## src/rtl/pmod_edge_meter.sv

```systemverilog
// Rising-edge counter for one asynchronous PMOD input over a programmable gate window.
// Captured counts are presented through a single-entry valid/ready result register.
module pmod_edge_meter #(
    parameter int GATE_CYCLES = 48000000,
    parameter int CNT_W       = 32,
    parameter int SYNC_STAGES = 2
) (
    input  logic             clk,
    input  logic             resetn,
    input  logic             sig_in,
    input  logic             start,
    input  logic             stop,
    input  logic             cont,
    output logic             busy,
    output logic [CNT_W-1:0] result,
    output logic             result_valid,
    input  logic             result_ready,
    output logic             overflow,
    output logic             dropped
);

    localparam int TMR_W = (GATE_CYCLES > 1) ? $clog2(GATE_CYCLES) : 1;
    localparam logic [TMR_W-1:0] TMR_LOAD = TMR_W'(GATE_CYCLES - 1);

    typedef enum logic [1:0] {
        ST_IDLE = 2'd0,
        ST_ARM  = 2'd1,
        ST_GATE = 2'd2
    } state_t;

    state_t                 state_r;
    state_t                 state_nxt_s;
    logic [SYNC_STAGES-1:0] sync_r;
    logic                   dly_r;
    logic                   edge_s;
    logic [CNT_W-1:0]       cnt_r;
    logic [CNT_W-1:0]       cnt_inc_s;
    logic                   cnt_full_s;
    logic                   sat_r;
    logic                   sat_hit_s;
    logic [TMR_W-1:0]       timer_r;
    logic                   capture_s;

    assign edge_s     = sync_r[SYNC_STAGES-1] & ~dly_r;
    assign cnt_full_s = &cnt_r;
    assign sat_hit_s  = edge_s & cnt_full_s;
    assign cnt_inc_s  = (edge_s && !cnt_full_s) ? (cnt_r + {{(CNT_W-1){1'b0}}, 1'b1}) : cnt_r;

    // Synchroniser chain followed by the edge-detect delay flop.
    always_ff @(posedge clk or negedge resetn) begin
        if (!resetn) begin
            sync_r <= {SYNC_STAGES{1'b0}};
            dly_r  <= 1'b0;
        end else begin
            sync_r <= {sync_r[SYNC_STAGES-2:0], sig_in};
            dly_r  <= sync_r[SYNC_STAGES-1];
        end
    end

    // State register.
    always_ff @(posedge clk or negedge resetn) begin
        if (!resetn) begin
            state_r <= ST_IDLE;
        end else begin
            state_r <= state_nxt_s;
        end
    end

    // Next-state logic; stop outranks capture in the final gate cycle.
    always_comb begin
        state_nxt_s = state_r;
        capture_s   = 1'b0;
        case (state_r)
            ST_IDLE: begin
                if (start) begin
                    state_nxt_s = ST_ARM;
                end else begin
                    state_nxt_s = ST_IDLE;
                end
            end
            ST_ARM: begin
                if (stop) begin
                    state_nxt_s = ST_IDLE;
                end else begin
                    state_nxt_s = ST_GATE;
                end
            end
            ST_GATE: begin
                if (stop) begin
                    state_nxt_s = ST_IDLE;
                end else if (timer_r == {TMR_W{1'b0}}) begin
                    capture_s   = 1'b1;
                    state_nxt_s = cont ? ST_ARM : ST_IDLE;
                end else begin
                    state_nxt_s = ST_GATE;
                end
            end
            default: begin
                state_nxt_s = ST_IDLE;
            end
        endcase
    end

    // Edge counter, saturation flag and gate timer.
    always_ff @(posedge clk or negedge resetn) begin
        if (!resetn) begin
            cnt_r   <= {CNT_W{1'b0}};
            sat_r   <= 1'b0;
            timer_r <= {TMR_W{1'b0}};
        end else begin
            case (state_r)
                ST_ARM: begin
                    cnt_r   <= {CNT_W{1'b0}};
                    sat_r   <= 1'b0;
                    timer_r <= TMR_LOAD;
                end
                ST_GATE: begin
                    cnt_r   <= cnt_inc_s;
                    sat_r   <= sat_r | sat_hit_s;
                    timer_r <= timer_r - {{(TMR_W-1){1'b0}}, 1'b1};
                end
                default: begin
                    cnt_r   <= cnt_r;
                    sat_r   <= sat_r;
                    timer_r <= timer_r;
                end
            endcase
        end
    end

    // Result register and handshake; a capture always wins over a plain accept.
    always_ff @(posedge clk or negedge resetn) begin
        if (!resetn) begin
            result       <= {CNT_W{1'b0}};
            result_valid <= 1'b0;
            overflow     <= 1'b0;
            dropped      <= 1'b0;
        end else if (capture_s) begin
            result       <= cnt_inc_s;
            overflow     <= sat_r | sat_hit_s;
            result_valid <= 1'b1;
            dropped      <= result_valid & ~result_ready;
        end else if (result_valid && result_ready) begin
            result_valid <= 1'b0;
            dropped      <= 1'b0;
        end
    end

    // Busy mirrors the state the machine is entering.
    always_ff @(posedge clk or negedge resetn) begin
        if (!resetn) begin
            busy <= 1'b0;
        end else begin
            busy <= (state_nxt_s == ST_ARM) || (state_nxt_s == ST_GATE);
        end
    end

endmodule
```

## config.mk

```make
export PLATFORM = sky130hd
export DESIGN_NAME = pmod_edge_meter
export DESIGN_NICKNAME = d
export VERILOG_FILES = /design/src/rtl/pmod_edge_meter.sv
export SDC_FILE = /design/constraint.sdc
export NUM_CORES = 1
export LEC_CHECK = 0
export ABC_AREA = 1
export CAP_MARGIN = 25
export CORE_MARGIN = 1
export CORE_UTILIZATION = 50
export DETAILED_ROUTE_END_ITERATION = 10
export PLACE_DENSITY = 0.78
export SETUP_SLACK_MARGIN = 0.15
export SLEW_MARGIN = 20
export SYNTH_ARGS = -nofsm -noshare
export SYNTH_HDL_FRONTEND = slang
export SYNTH_SLANG_ARGS = --single-unit
export TNS_END_PERCENT = 20
```

## constraint.sdc

```tcl
create_clock -name clk -period 2 [get_ports clk]
set_clock_uncertainty 0.05 [all_clocks]
set_input_delay 0.4 -clock clk [delete_from_list [all_inputs] [get_ports clk]]
set_output_delay 0.4 -clock clk [all_outputs]
set_load 0.005 [all_outputs]
```

### After elaboration in Yosys (flattened, before gate mapping)

Index checks and enable logic that the tools add are counted.

* register bits: 100
* bits of input ports: 7
* output and inout bits: 36
* logic and storage cells: 48

* add/sub/neg operators: 2
* equal/unequal tests: 4
* muxes and demuxes: 16
* bitwise operators: 6
* reductions and logical operators: 9

Operators by type and width (number)
* one-hot mux 32 bit (2 select lines): 1
* one-hot mux 26 bit (2 select lines): 1
* adder 32 x 1 -> 32 bit, second input constant: 1
* two-way mux 32 bit: 1
* AND reduction 32 bit: 1
* logical NOT 26 bit: 1
* subtractor 26 x 1 -> 26 bit, second input constant: 1
* two-way mux 1 bit: 8
* two-way mux 2 bit: 3
* one-hot mux 2 bit (3 select lines): 1
* == test 2 x 1 -> 1 bit, second input constant: 2
* == test 2 bit, second input constant: 2
* nonzero test 2 bit: 2
* bitwise AND 1 bit: 3
* logical AND 1 bit: 2
* logical NOT 2 bit: 1
* inverter 1 bit: 2
* one-hot mux 1 bit (2 select lines): 1
* logical NOT 1 bit: 1
* logical OR 1 bit: 1
* bitwise OR 1 bit: 1

### Logic depth before layout (Yosys ltp)

Gate-level depths: netlist of run 1.

* depth after elaboration: 6
* gate-level depth with buffers: 14
* depth with buffers taken out: 12

### Worst setup path before layout of run 1

Ideal clock, no wire load.

* path type: reg-to-reg
* start point: reg state_r[0]
* end point: reg timer_r[4]
* setup time: 0.087 ns
* data arrival time: 1.793 ns
* slack: 0.070 ns
* stages on the path, launching flop included: 9
* buffers on the path: 2
* period minus slack after synthesis: 1.930 ns
* cells stage by stage: dfrtp_1 -> inv_1 -> ha_1 -> buf_2 -> clkinv_1 -> nor2_1 -> inv_1 -> clkbuf_1 -> o211ai_1

* cells in the longest elaborated chain, start to end: 2

RTL lines
* start: declaration: line 31 `state_t state_r;`
* start signal: assignment: line 65 `state_r <= state_nxt_s;`
* == test 2 bit or == test 2 x 1 -> 1 bit (tied branches): line 111 `case (state_r)`
* one-hot mux 26 bit (2 select lines) or nonzero test 2 bit (tied branches)
* end signal: assignment: line 109 `timer_r <= {TMR_W{1'b0}};`
* end signal: assignment: line 120 `timer_r <= timer_r - {{(TMR_W-1){1'b0}}, 1'b1};`
* end signal: assignment: line 125 `timer_r <= timer_r;`
* end: declaration: line 41 `logic [TMR_W-1:0] timer_r;`

Parallel ways exist; a longest one is shown, timed or not.
A chain may end at the register's enable or synchronous reset.

### Worst setup path after layout of run 1

* start point: reg state_r[1]
* end point: reg timer_r[19]

The elaborated chain is that of the path after synthesis.

==> results of run 1 <==
[cell type report]
| cell class | count | area [um2] |
|---|---|---|
| multi-input cells | 626 | 2920 |
| inverters | 75 | 297 |
| flip-flops and latches | 100 | 2510 |
| fillers | 923 | 3890 |
| well taps | 140 | 175 |
| repair buffers | 86 | 893 |
| clock buffers | 16 | 302 |
[power groups by stage]
stage                     sequential [uW]  combinational, uW  clock [uW]
after floorplan                      2120                326           0
after global placement               2120                577           0
after detailed placement             2130                581           0
after CTS                            2080                643        1780
after global routing                 2090                808        1870
final                                2090                733        1780
[repair_timing]
action                                  4_1_cts  5_1_grt
pin swaps                                     0        9
setup buffers                                 4        9
resized for setup                             4       48
hold buffers                                  1        0
gates cloned                                  0        3
endpoints found under the setup margin       53       84
endpoints found under the hold margin        32        0
[registers in the layout, summed over array words and instances, names as in the netlist]
name and cells:
busy 1, cnt_r 32, dly_r 1, dropped 1
overflow 1, result 32, result_valid 1, sat_r 1
state_r 2, sync_r 2, timer_r 26
[routing by layer]
| layer | global-route usage, % | wire, um | vias to the layer above |
|---|---|---|---|
| met5 | 0 | 0 | - |
| met4 | 7.72 | 250 | 0 |
| met3 | 4.66 | 604 | 17 |
| met2 | 40.7 | 6850 | 138 |
| met1 | 33.5 | 6680 | 2440 |
| li1 | - | - | 2714 |
[how the worst max path moves through the flow]
| stage | to | slack, ps |
|---|---|---|
| finish | timer_r[19] | 170 |
| global route | cnt_r[25] | 90 |
| CTS | timer_r[23] | 80 |
| detailed placement | timer_r[16] | 60 |
| global placement | timer_r[16] | 110 |
| floorplan | result[26] | 140 |
[cell usage in the layout (no fill, tap or decap), types with 3 or more instances in the layout]
| cell type | n |
|---|---|
| sky130_fd_sc_hd__nand2_1 | 357 |
| sky130_fd_sc_hd__dfrtp_1 | 92 |
| sky130_fd_sc_hd__nor2_1 | 74 |
| sky130_fd_sc_hd__inv_1 | 65 |
| sky130_fd_sc_hd__nand3_1 | 50 |
| sky130_fd_sc_hd__clkdlybuf4s50_1 | 41 |
| sky130_fd_sc_hd__buf_4 | 32 |
| sky130_fd_sc_hd__o21ai_0 | 25 |
| sky130_fd_sc_hd__nand2_2 | 23 |
| sky130_fd_sc_hd__nor2_2 | 14 |
| sky130_fd_sc_hd__a21oi_1 | 14 |
| sky130_fd_sc_hd__nand4_1 | 14 |
| sky130_fd_sc_hd__clkbuf_16 | 12 |
| sky130_fd_sc_hd__xor2_1 | 8 |
| sky130_fd_sc_hd__dfrtp_2 | 8 |
| sky130_fd_sc_hd__nor3_1 | 7 |
| sky130_fd_sc_hd__o21ai_2 | 7 |
| sky130_fd_sc_hd__buf_12 | 6 |
| sky130_fd_sc_hd__inv_2 | 5 |
| sky130_fd_sc_hd__nor2_4 | 5 |
| sky130_fd_sc_hd__clkbuf_8 | 5 |
| sky130_fd_sc_hd__ha_1 | 4 |
| sky130_fd_sc_hd__o21bai_1 | 3 |
[logic make-up after synthesis]
group                    count (synthesis)
AND/OR/NAND/NOR                        555
flip-flops                             100
buffers and inverters                   96
AO/OA/AOI/OAI                           54
XOR/XNOR                                10
adder cells (fa/ha/maj)                  7
[per-stage QoR]
step	hold slack (ps)	cells	setup WS (ps)	power, uW
floorplan	54.4	822	136	2450
CTS	308	1031	83.7	4510
detailed placement	291	1010	63.0	2710
global route	309	1043	86.5	4770
global placement	287	1010	105	2700
finish	300	1043	166	4590
==> summary by stage, run 1 <==
Timing
The actual transition at the worst max-transition pin is 565 ps. The final number of setup-violating endpoints is 0. In the finished design, the share of the clock period the worst path needs comes to 91.7%. The total count of hold-check failures in the final report is 0. The max-slew violation total from the final report is 0. After layout, the minimum clock period comes to 1830 ps. The setup TNS is 0 ps.

Measured against its own limit, the worst slew margin works out to 62.2%. The maximum achievable frequency is 545 MHz. Setup repair after global routing could not meet its margin everywhere.

CTS
The cell sitting at the root of the clock tree is a sky130_fd_sc_hd__clkbuf_16. The later pin in the worst-skew pair is clocked with a latency of 360 ps. Counting along the longest clock path gives a buffer depth of 2.

TritonCTS built the clock tree. In this run, CTS created clock tree buffers numbering 9. The total number of clock tree sinks is 100. Clock-pin slew was measured on the worst setup and hold paths at 70 ps. In this run the number of H-tree levels came out at 3.

Pwr
The worst vdd rail ir drop is 0.000515 V. In this run switching power makes up 26.9% of total power. The switching power is 1240 uW. The leakage dissipation is 0.00337 uW. The combinational power share is 16.0%.

The ratio of total power to cell area is 647 nW/um2. The internal power of the cells is 3360 uW. The clock network burns 38.6% of the power.

Sequential cells account for 45.4% of the total power.

Placed design
The placed wire-length estimate is 9750 um. In this run the cell area measured after placement is 6460 um2. During placement, the flow inserted port buffers numbering 42. Routability-driven placement finished with a final weighted congestion of 0.970.

Hold path
The sink of the worst hold path is sync_r[1]. Counting instances, the worst hold path has a depth of 0. The tightest min-delay check is of the flip-flop to flip-flop type. The launch point of the worst hold path is sync_r[0].

Synth
The synthesized flop and latch total is 100. The post-synthesis share of cell area spent on and, or, nand and nor gates is 40.6%. The synthesized design devotes to its leading area cell type 43.8% of total area. The post-synthesis compound-gate area fraction is 5.39%. Of the synthesized area, sequential elements account for 43.8%. Multiplexer cells account for 0% of the synthesized area.

The most common cell in the synthesized netlist is sky130_fd_sc_hd__nand2_1. By area, the combinational part of the netlist is dominated by simple AND/OR/NAND/NOR gates. In the synthesized netlist the dominant register cell turns out to be sky130_fd_sc_hd__dfrtp_1. The total standard cell area after synthesis is 5710 um2.

The synthesized netlist contains 32 unique library cells. After synthesis, the cell types taking the most area are sky130_fd_sc_hd__dfrtp_1 (44%), sky130_fd_sc_hd__nand2_1 (24%), sky130_fd_sc_hd__nor2_1 (5.9%), sky130_fd_sc_hd__inv_1 (4.7%), sky130_fd_sc_hd__nand3_1 (4.5%). The synthesized netlist devotes 1.53% of its cell area to adder and majority cells. The warning count from the yosys run is 0. The synthesized net count is 836. The fraction of registers with async set/reset is 100%. Of all cell types, the one taking the most synthesized area is sky130_fd_sc_hd__dfrtp_1. The number of enable-type register cells in the synthesized netlist is 0. Sorting the synthesized cells by how often they occur yields sky130_fd_sc_hd__nand2_1 (359), sky130_fd_sc_hd__dfrtp_1 (100), sky130_fd_sc_hd__nor2_1 (89). The synthesized-area fraction occupied by xor and xnor cells is 1.53%. The average instance in the mapped netlist occupies 6.95 um2.

The number of standard cells after synthesis is 822.

Worst setup path
The largest fanout on the critical path is 5. The worst reg-to-reg setup slack is 170 ps. The origin of the worst setup path is state_r[1]. Counting stages on the worst path, the most repeated cell is sky130_fd_sc_hd__nand3_1. The end of the worst register-to-register path is timer_r[19].

The type of the worst setup path is flip-flop to flip-flop. Counting both buffers and inverters, the worst setup path holds a total of 2. The critical path required time is 2190 ps. The data arrival time at the worst-slack endpoint is 2020 ps.

The worst setup path is captured at a flip-flop. The biggest cell delay along the critical path is 390 ps. The critical-path cell with the highest stage delay is sky130_fd_sc_hd__dfrtp_1. In this run the number of cells on the critical path is 8. The length in cells of the worst reg-to-reg path is 8.

The critical path goes through inv_2, ha_4, nand3_1, nor2_2, buf_4, nand4_1, o21ai_0, nand3_1. The reg-to-reg startpoint is state_r[1]. The gate family responsible for the most delay along the worst path is simple AND/OR/NAND/NOR gates.

The startpoint kind of the worst setup timing path is a flip-flop.

Finish
The finished cells cover 7100 um2. The post-synthesis to final-layout area growth is 24.3%. The number of antenna diodes is 0. The fraction of final layout cells with drive strength greater than 1 is 15.0%. Cells fill 64.6% of the core in the end. The net count of the finished layout is 912.

GRT
The first global-routing pass estimated 22800 um of wire. The pin count of the biggest net entering global routing is 39. Global routing finished with a remaining overflow of 0. The via count of the first global-routing pass came to 4847.

In the global route stage, overall resource usage came out at 24.9%. The initial antenna violation count is 0.

Routing
The number of nets with antenna violations after routing is 0. Dividing the detail-routed wire length by the instance count gives 13.8 um. The post-detailed-route DRC marker count is 0. The pre-antenna-repair detailed-routing pass consisted of 5 iterations.

The number of vias in the routed layout is 5309. The violation count after the first detailed-route iteration is 404. The via density per instance is 5.09. The post-detailed-routing wire length is 14400 um.

Flow run
The tool flagged a number of max-cap violations equal to 0.

Floorplan
Pin placement for this block handled 43 I/O pins. The initial utilization of the core area, before any placement, comes to 52.0%. The die covers 11900 um2. The die height is 109 um. The width of the die is 109 um.

The region available for standard cell placement spans 11000 um2. The initialized floorplan defines 38 standard-cell rows.

Status
The run finished with clean final reports.
No activity file was read; power rests on OpenSTA's default activity.
==> run 2, diff against run 1 <==
--- a/config.mk
+++ b/config.mk
@@ -7,7 +7,6 @@
 export LEC_CHECK = 0
 export ABC_AREA = 1
 export CAP_MARGIN = 25
-export CORE_MARGIN = 1
 export CORE_UTILIZATION = 50
 export DETAILED_ROUTE_END_ITERATION = 10
 export PLACE_DENSITY = 0.78
==> results of run 2 <==
No change in the layout: final DEF, timing and power equal those of run 1.
==> run 3, diff against run 2 <==
--- a/config.mk
+++ b/config.mk
@@ -6,7 +6,7 @@
 export NUM_CORES = 1
 export LEC_CHECK = 0
 export ABC_AREA = 1
-export CAP_MARGIN = 25
+export CAP_MARGIN = 20
 export CORE_UTILIZATION = 50
 export DETAILED_ROUTE_END_ITERATION = 10
 export PLACE_DENSITY = 0.78
==> results of run 3 <==
No change in the layout: final DEF, timing and power equal those of run 1.
